File: config.mk
export PLATFORM = sky130hd
export DESIGN_NAME = route_req
export DESIGN_NICKNAME = d
export VERILOG_FILES = /design/src/rtl/route_req_pkg.sv /design/src/rtl/route_tbl.sv /design/src/rtl/route_req.sv
export SDC_FILE = /design/constraint.sdc
export NUM_CORES = 1
export LEC_CHECK = 0
export CORE_AREA = 2 2 61 46
export CTS_CLUSTER_DIAMETER = 120
export CTS_CLUSTER_SIZE = 30
export DETAILED_ROUTE_END_ITERATION = 8
export DIE_AREA = 0 0 63 48
export GPL_TIMING_DRIVEN = 1
export PLACE_DENSITY_LB_ADDON = 0.1
export SLEW_MARGIN = 25
export SYNTH_ARGS = -nofsm -noshare
export SYNTH_HDL_FRONTEND = slang
export SYNTH_SLANG_ARGS = --single-unit
File: constraint.sdc
create_clock -name clk -period 4.95 [get_ports clk]
set_input_delay 0.495 -clock clk [delete_from_list [all_inputs] [get_ports clk]]
set_output_delay 0.495 -clock clk [all_outputs]
set_load 0.03 [all_outputs]
File: src/rtl/route_req_pkg.sv
// Shared switch definitions: flit flow-type encoding, flow-field placement and
// the route_req FSM state codes.
package route_req_pkg;

  localparam int FLOW_W = 2;

  // Flow field occupies the top FLOW_W bits of a flit: [PKTW-1 : PKTW-2].
  localparam int FLOW_MSB_OFS = 1;

  localparam logic [1:0] FLOW_NONE = 2'b00;
  localparam logic [1:0] FLOW_HEAD = 2'b01;
  localparam logic [1:0] FLOW_BODY = 2'b10;
  localparam logic [1:0] FLOW_TAIL = 2'b11;

  localparam logic [1:0] ST_IDLE = 2'd0;
  localparam logic [1:0] ST_REQ  = 2'd1;
  localparam logic [1:0] ST_XFER = 2'd2;
  localparam logic [1:0] ST_DROP = 2'd3;

  localparam logic [7:0] DROP_CNT_MAX = 8'hFF;

  function automatic logic [7:0] sat_inc(input logic [7:0] v);
    return (v == DROP_CNT_MAX) ? v : v + 8'd1;
  endfunction

endpackage

File: src/rtl/route_tbl.sv
// Programmable routing table: destination index -> output port, one write
// port and one asynchronous read port; resets to an identity-modulo map.
module route_tbl
  import route_req_pkg::*;
#(
  parameter int NPORT = 4,
  parameter int DSTW  = 2,
  parameter int PORTW = 2
) (
  input  logic             clk,
  input  logic             rst,
  input  logic             we,
  input  logic [DSTW-1:0]  waddr,
  input  logic [PORTW-1:0] wdata,
  input  logic [DSTW-1:0]  raddr,
  output logic [PORTW-1:0] rdata
);

  localparam int DEPTH = 1 << DSTW;

  logic [PORTW-1:0] entry [DEPTH];

  always_ff @(posedge clk) begin
    if (rst) begin
      for (int i = 0; i < DEPTH; i++) begin
        entry[i] <= PORTW'(i % NPORT);
      end
    end else if (we) begin
      entry[waddr] <= wdata;
    end
  end

  assign rdata = entry[raddr];

endmodule

File: src/rtl/route_req.sv
// Input-port route computation: looks up the HEAD flit's output port, holds a
// one-hot request to the switch arbiter and pops the FIFO as grants arrive.
module route_req
  import route_req_pkg::*;
#(
  parameter int  NPORT = 4,
  parameter int  PKTW  = 34,
  parameter int  DSTW  = 2,
  parameter int  MODE  = 0,
  localparam int PORTW = $clog2(NPORT)
) (
  input  logic             clk,
  input  logic             rst,
  input  logic [PKTW-1:0]  pkto,
  input  logic             empty,
  output logic             deq,
  output logic [NPORT-1:0] reqo,
  input  logic [NPORT-1:0] gnt,
  input  logic             cfg_we,
  input  logic [DSTW-1:0]  cfg_addr,
  input  logic [PORTW-1:0] cfg_port,
  output logic [7:0]       drop_cnt
);

  localparam int DDEPTH = 1 << DSTW;

  logic [1:0]       state;
  logic [1:0]       flow;
  logic [DSTW-1:0]  dest;
  logic [PORTW-1:0] tbl_port;
  logic [DSTW-1:0]  tbl_idx;
  logic [DSTW-1:0]  route_idx;
  logic [PORTW-1:0] route_port;
  logic [DDEPTH-1:0] port_ok;
  logic [NPORT-1:0] req_next;
  logic             route_ok;
  logic             is_head;
  logic             is_tail;
  logic             fwd_fire;
  logic             payload_unused;

  assign flow    = pkto[PKTW-FLOW_MSB_OFS -: FLOW_W];
  assign dest    = pkto[DSTW-1:0];
  assign is_head = (flow == FLOW_HEAD);
  assign is_tail = (flow == FLOW_TAIL);

  assign payload_unused = ^{pkto, route_idx};

  route_tbl #(
    .NPORT (NPORT),
    .DSTW  (DSTW),
    .PORTW (PORTW)
  ) u_tbl (
    .clk   (clk),
    .rst   (rst),
    .we    (cfg_we && (MODE == 1)),
    .waddr (cfg_addr),
    .wdata (cfg_port),
    .raddr (dest),
    .rdata (tbl_port)
  );

  // Index values at or above NPORT name a port that does not exist.
  for (genvar i = 0; i < DDEPTH; i++) begin : g_port_ok
    assign port_ok[i] = (i < NPORT);
  end

  assign tbl_idx    = DSTW'(tbl_port);
  assign route_idx  = (MODE == 1) ? tbl_idx : dest;
  assign route_ok   = port_ok[route_idx];
  assign route_port = route_idx[PORTW-1:0];
  assign req_next   = {{(NPORT-1){1'b0}}, 1'b1} << route_port;

  assign fwd_fire = !empty && (|(gnt & reqo));

  always_comb begin
    deq = 1'b0;
    if (!rst) begin
      case (state)
        ST_IDLE:         deq = !empty && !(is_head && route_ok);
        ST_REQ, ST_XFER: deq = fwd_fire;
        ST_DROP:         deq = !empty;
        default:         deq = 1'b0;
      endcase
    end
  end

  // A HEAD that cannot be routed is counted once; its followers are drained silently.
  always_ff @(posedge clk) begin
    if (rst) begin
      state    <= ST_IDLE;
      reqo     <= '0;
      drop_cnt <= '0;
    end else begin
      case (state)
        ST_IDLE: begin
          if (!empty) begin
            if (is_head && route_ok) begin
              reqo  <= req_next;
              state <= ST_REQ;
            end else begin
              drop_cnt <= sat_inc(drop_cnt);
              if (is_head) begin
                state <= ST_DROP;
              end
            end
          end
        end
        ST_REQ: begin
          if (fwd_fire) begin
            state <= ST_XFER;
          end
        end
        ST_XFER: begin
          if (fwd_fire && is_tail) begin
            reqo  <= '0;
            state <= ST_IDLE;
          end
        end
        ST_DROP: begin
          if (!empty && is_tail) begin
            state <= ST_IDLE;
          end
        end
        default: state <= ST_IDLE;
      endcase
    end
  end

endmodule

# After elaboration in Yosys (flattened, before gate mapping)
# Index checks and enable logic that the tools add are counted.
# totals
wordCells	51
input_bits	46
out_inout_bits	13
reg_bits	14
# classes
n_eq_ne	12
bitwise	4
addsub	1
magnitude_cmp	1
n_mux	15
shift	1
n_reduce_logical	14
# op_table
operator	count
2-bit two-way mux	6
4-bit two-way mux	3
2-bit != test (second input constant)	5
8-bit by 1-bit adder with 8-bit output (second input constant)	1
8-bit == test (second input constant)	1
2-bit one-hot mux with 4 select lines	1
4-bit one-hot mux with 2 select lines	1
4-bit AND reduction	2
2-bit == test (second input constant)	3
1-bit logical AND	5
5-bit AND reduction	1
4-bit AND	1
2-bit by 1-bit == test with 1-bit output (second input constant)	2
4-bit OR reduction	1
1-bit by 2-bit left shift with 4-bit output (first input constant)	1
2-bit by 3-bit less-than comparator with 1-bit output (second input constant)	1
3-bit != test (second input constant)	1
1-bit NOT	3
1-bit one-hot mux with 3 select lines	1
1-bit binary-select mux with 2-bit select	1
1-bit logical NOT	2
2-bit logical NOT	1
1-bit two-way mux	2
2-bit nonzero test	1
2-bit OR reduction	1

# Logic depth before layout (Yosys ltp)
# Gate-level depths: netlist (run 1).
# logic_depth
word_depth	7
ltp_mapped	6
ltp_nobuf	6

# Least setup slack after synthesis (run 1)
# OpenSTA, ideal clock, no wires.
# synth_path
kind	reg-to-output
startpoint	reg reqo[2]
endpoint	out deq
path_buffers	0
required_ns	4.455
path_stages_with_launch	5
path_slack_ns	2.012
arrival_time_ns	2.443
path_cell_list	dfxtp_1 a22oi_1 nand2_1 a211oi_1 a2111oi_0
# synth_between
elab_chain_cells	5
# synth_rtl
element	line_no	source
from (decl)	route_req.sv:17	output logic [NPORT-1:0] reqo,
from (signal assigned)	route_req.sv:99	reqo <= req_next;
4-bit AND	route_req.sv:74	assign fwd_fire = !empty && (|(gnt & reqo));
4-bit OR reduction	route_req.sv:74	
1-bit logical AND	route_req.sv:74	
1-bit one-hot mux with 3 select lines	route_req.sv:79	case (state)
1-bit two-way mux	route_req.sv:78	if (!rst) begin
to (decl)	route_req.sv:16	output logic deq,
# No other way between the ends.

# Worst setup path in the final report (run 1)
# layout_path
startpoint	in rst
endpoint	out deq
# layout_between
elab_chain_cells	1
# layout_rtl
element	line_no	source
from (decl)	route_req.sv:13	input logic rst,
1-bit two-way mux	route_req.sv:78	
# No other way between the ends.

==> flow_metrics.tcl, run 1 <==
set metrics [dict create \
    clockBufferDepth 2 \
    drtAntennaViolNets 0 \
    ys_seq_elements 14 \
    tns_ns 0 \
    yosys_most_used_dff "dfxtp_1" \
    synthDistinctLibCells 38 \
    startpoint_type "primary input" \
    core-area_sq_mm 0.002384 \
    synth.avg_cell_area_sq_um 8.645 \
    cts_made_buffers 3 \
    num_io_pins 59 \
    switching_share_pct 38.81 \
    p_leak_uw 0.0003899 \
    antenna_found_initial 0 \
    grt_usage_pct 14.15 \
    cts-root-buf "clkbuf_4" \
    slew_headroom_pct 56.03 \
    clk_transition_reported_paths_ns 0.09 \
    die_w_um 63 \
    cap_violations 0 \
    max_freq_mhz 335.2 \
    wl_um 2013 \
    insertion_delay_ns 0.29 \
    start_util_pct 35.91 \
    grt-ovfl-total 0 \
    worst_slew_pin_slew_ns 0.6575 \
    io_buffers 23 \
    grt_pass1_vias 705 \
    die_h_um 48 \
    rows 15 \
    drive_above_1_share_pct 7.258 \
    rr_startpoint "state[1]$_SDFFE_PP0P_" \
    drt_iter0_drc 37 \
    ff2ff_path_depth 6 \
    reg2reg_setup_slack_ns 3.19 \
    hold_violations 0 \
    grt_pass1_wl_um 3194 \
    hold_path_depth 2 \
    p_comb_share_pct 44.8 \
    critPathCaptureType "output pin" \
    p_int_uw 246.5 \
    route.detailed.drc 0 \
    critPathKind "primary input to output pin" \
    peakVddDrop_v 0.0001923 \
    synth-async-reset-ratio_pct 0 \
    n_antenna_cell 0 \
    final_max_slew_viol_count 0 \
    nets 177 \
    synth.net_count 151 \
    via_per_inst 5.190 \
    synth_edf_count 0 \
    worstSetupStartpoint "rst" \
    hold_path.class "flip-flop to flip-flop" \
    ys_warn_count 0 \
    placed_cell_area_sq_mm 0.001121 \
    path_max_fanout 19 \
    p_per_area_mw_per_mm2 348.1 \
    arrival_ns 2.49 \
    holdPathEnd "reqo[0]$_SDFFE_PP0P_" \
    p_seq_share_pct 34.3 \
    vias 820 \
    fin_crit_sh_pct 60.27 \
    min_from "reqo[0]$_SDFFE_PP0P_" \
    drt-wirelength-per-cell_um 12.74 \
    synthToLayoutAreaGrowth_pct 35.23 \
    status "finished clean" \
    cp.required_ns 4.45 \
    rsz0062_at_grt "false" \
    min_period_ns 2.983 \
    p_sw_uw 156.4 \
    timing.rr.end "drop_cnt[6]$_SDFFE_PP0P_" \
    cts_sinks 14 \
    postLayoutCellArea_sq_mm 0.001157 \
    power.clock.fraction_pct 20.9 \
    ys_seq_area_share_pct 32.75 \
    fillers 246 \
    tritoncts "done" \
    clock_skew_ns 0.004479 \
    dp_hpwl_um 1525 \
    post-cts-setup-buffers 0 \
    place.gp.congestion 0.7912 \
    finalSetupViolCount 0 \
    grt_start_max_net_pins 20 \
    synth_cells 99 \
    synthesis.area_sq_um 855.8 \
    die-area_sq_mm 0.003024 \
    dr.pass1.iters 4 \
    cts_resized 0 \
    cts-htree-levels 1 \
    cts_hold_buf 0 \
]
## state kept, by name, summed over array words and instances (netlist names)
register / cells
drop_cnt: 8
reqo: 4
state: 2
## cell usage after synthesis (2+ instances only)
master    number  share of area, %
dfxtp_1       14                33
nor2_1        10               4.4
ha_1           6               8.8
o21ai_0        6               3.5
inv_1          5               2.2
nand2_1        5               2.2
nand2b_1       5               3.7
a21oi_1        4               2.3
mux2i_1        3               3.5
nand3_1        3               1.8
nand4b_1       3               3.1
nor3_1         3               1.8
a211oi_1       2               1.8
a22oi_1        2               1.8
o31ai_1        2               1.8
o41ai_1        2               2.0
or3_1          2               1.5
xor2_1         2               2.0
## how the worst max path moves through the flow
stage               endpoint  slack, ns  depth (start not counted)
finish                   deq       1.97                          3
global route             deq       1.77                          3
CTS                      deq       1.96                          3
detailed placement       deq       1.97                          3
global placement         deq       1.99                          3
floorplan                deq       2.01                          4
## kinds of logic (layout without fill, tap and decap cells)
logic type | count (synthesis) | count (layout) | synth area share, %
adder cells (fa/ha/maj) | 6 | 6 | 8.772
AND/OR/NAND/NOR | 41 | 41 | 27.20
buffers and inverters | 7 | 32 | 3.070
AO/OA/AOI/OAI | 25 | 25 | 21.34
XOR/XNOR | 2 | 2 | 2.047
multiplexers | 4 | 4 | 4.825
flip-flops | 14 | 14 | 32.75
## cell usage in the layout, fill, tap and decap left out, types with 4 or more instances in the layout
| cell | n |
|---|---|
| ha_1 | 6 |
| clkdlybuf4s50_1 | 23 |
| nor2_1 | 10 |
| a21oi_1 | 4 |
| nand2b_1 | 5 |
| o21ai_0 | 6 |
| nand2_1 | 5 |
| inv_1 | 5 |
| dfxtp_1 | 14 |
## cell type report
cell class | instances | area, sq um | share of cell area [%]
Sequential cell | 14 | 280.3 | 24.22
Multi-Input combinational cell | 78 | 549.3 | 47.46
Clock buffer | 4 | 36.28 | 3.135
Timing Repair Buffer | 23 | 230.2 | 19.89
Tap cell | 34 | 42.54 | 3.676
Inverter | 5 | 18.77 | 1.622
## worst max-delay path, cell delays in order
cell	delay [ns]
clkdlybuf4s50_1	0.75
a2111oi_0	0.50
clkdlybuf4s50_1	0.74
## metrics by stage
step	setup slack, ns	total power (uW)	utilization [%]	hold slack [ns]	cells
2_1_floorplan	2.012	268.8	-	0.4828	99
3_3_place_gp	1.989	315.4	47.03	0.4767	154
3_5_place_dp	1.966	318.5	47.03	0.4749	154
4_1_cts	1.959	406.5	48.56	0.4890	158
5_1_grt	1.774	434.1	48.56	0.5114	158
6_report	1.967	402.9	48.56	0.4869	158
## power groups by stage
stage          logic, uW  clock network [uW]  registers (uW)
2_1_floorplan        118                   0             151
3_5_place_dp         177                   0             141
5_1_grt              198                95.3             141
6_report             181                84.2             138
3_3_place_gp         175                   0             141
4_1_cts              178                89.6             139
## metal layers
layer,track usage (%),vias to the layer above,wire length [um]
met4,5.333,0,15
met1,19.30,374,1083
met5,0,-,0
li1,-,426,-
met2,21.28,17,827
met3,4.471,3,87
(Power assumes the default switching activity.)
==> run 2: changes to the inputs <==
CORE_AREA = 2 2 63 47   (was 2 2 61 46)
DIE_AREA = 0 0 65 49   (was 0 0 63 48)
clock period = 2.8 ns   (was 4.95 ns; I/O delays follow)
==> flow_metrics.tcl, run 2 (synthesis gave the netlist of run 1 again) <==
set metrics [dict create \
    hold_path_depth 2 \
    path_max_fanout 3 \
    cts-htree-levels 1 \
    mostFrequentLayoutCells "clkdlybuf4s50_1, dfxtp_1, nor2_1, o21ai_0, ha_1" \
    rsz0062_at_grt "false" \
    die_w_um 65 \
    peakVddDrop_v 0.0002943 \
    die-area_sq_mm 0.003185 \
    final_max_slew_viol_count 0 \
    num_io_pins 59 \
    multi_input_area_sq_um 549.3 \
    route.detailed.drc 0 \
    drive_above_1_share_pct 8.730 \
    placed_cell_area_sq_mm 0.001139 \
    timing.rr.end "drop_cnt[6]$_SDFFE_PP0P_" \
    tns_ns 0 \
    cts_hold_buf 0 \
    cts-root-buf "clkbuf_8" \
    hold_violations 0 \
    hold_path.class "flip-flop to flip-flop" \
    drt-wirelength-per-cell_um 12.42 \
    slew_headroom_pct 73.38 \
    core-area_sq_mm 0.002623 \
    cts_resized 0 \
    io_buffers 23 \
    cts_sinks 14 \
    ff2ff_path_depth 6 \
    worst_slew_pin_slew_ns 0.3892 \
    largest_reg_flops 8 \
    grt_pass1_wl_um 3263 \
    clock_skew_ns 0.002589 \
    grt-ovfl-total 0 \
    startpoint_type "primary input" \
    rows 16 \
    fillers 258 \
    min_from "reqo[0]$_SDFFE_PP0P_" \
    rr_startpoint "state[0]$_SDFFE_PP0P_" \
    nets 179 \
    arrival_ns 2.23 \
    seq_area_sq_um 280.3 \
    insertion_delay_ns 0.25 \
    antenna_found_initial 0 \
    cap_violations 0 \
    p_leak_uw 0.0004076 \
    place.gp.congestion 0.7606 \
    dp_hpwl_um 1566 \
    drtAntennaViolNets 0 \
    critPathCaptureType "output pin" \
    postLayoutCellArea_sq_mm 0.001194 \
    cts_made_buffers 3 \
    cp.required_ns 2.52 \
    post-cts-setup-buffers 0 \
    timing.hold.ws_ns 0.4866 \
    drt_iter0_drc 38 \
    reg_top3 "drop_cnt (8), reqo (4), state (2)" \
    worstSetupStartpoint "gnt[0]" \
    p_per_area_mw_per_mm2 636.6 \
    reg2reg_setup_slack_ns 1.02 \
    status "finished clean" \
    min_period_ns 2.512 \
    tritoncts "done" \
    start_util_pct 32.63 \
    synthToLayoutAreaGrowth_pct 39.47 \
    holdPathEnd "reqo[0]$_SDFFE_PP0P_" \
    largest-register "drop_cnt" \
    layout_commonest_cell "clkdlybuf4s50_1" \
    wl_um 2012 \
    grt_start_max_net_pins 19 \
    clockBufferDepth 2 \
    die_h_um 49 \
    grt_usage_pct 13.36 \
    clk_transition_reported_paths_ns 0.06 \
    max_freq_mhz 398.2 \
    vias 798 \
    critPathKind "primary input to output pin" \
    finalSetupViolCount 0 \
    grt_pass1_vias 703 \
    fin_crit_sh_pct 89.70 \
    dr.pass1.iters 6 \
    via_per_inst 4.926 \
    n_antenna_cell 0 \
]
run 2: cell types whose count changed in the layout (fill, tap and decap cells not counted), sizes merged:
cell and change:
buf +2
run 2: worst max path at each step:
| stage | slack (ns) | end |
|---|---|---|
| 2_1_floorplan | 0.08 | deq |
| 3_3_place_gp | 0.34 | deq |
| 4_1_cts | 0.33 | deq |
| 5_1_grt | 0.14 | deq |
| 3_5_place_dp | 0.33 | deq |
| 6_report | 0.29 | deq |
run 2: through the flow:
step	utilization (%)	instances	power, uW	worst slack, ns
floorplan	-	99	475.1	0.07667
global placement	43.42	158	560.0	0.3436
detailed placement	43.42	158	566.8	0.3329
CTS	45.52	162	775.9	0.3268
global route	45.52	162	825.5	0.1404
finish	45.52	162	759.8	0.2884
run 2: layer usage:
| layer | wire (um) | global-route usage [%] |
|---|---|---|
| met5 | 0 | 0 |
| met4 | 0 | 3.191 |
| met3 | 83 | 4.619 |
| met2 | 856 | 18.56 |
| met1 | 1072 | 19.55 |
run 2: worst max-delay path, stage by stage:
cell and delay, ns:
clkdlybuf4s50_1 0.46, a22oi_1 0.14, nand2_1 0.12, a211oi_1 0.07, a2111oi_0 0.41, clkdlybuf4s50_1 0.75
run 2: where the power goes:
group | switching (uW) | internal (uW) | total (uW)
clock | 76.3 | 125 | 201
sequential | 21.5 | 223 | 245
combinational | 180 | 134 | 314
total | 278 | 482 | 760
run 2: area by class of cell:
class	instances	share of cell area, %
well taps	36	3.774
inverters	5	1.572
repair buffers	25	20.55
multi-input cells	78	46.02
flip-flops and latches	14	23.48
clock buffers	4	4.612
==> run 3: changes to the inputs <==
SETUP_SLACK_MARGIN = 0.02   (was default)
==> results of run 3 <==
The final DEF is identical to that of run 2; final timing and power are the same.
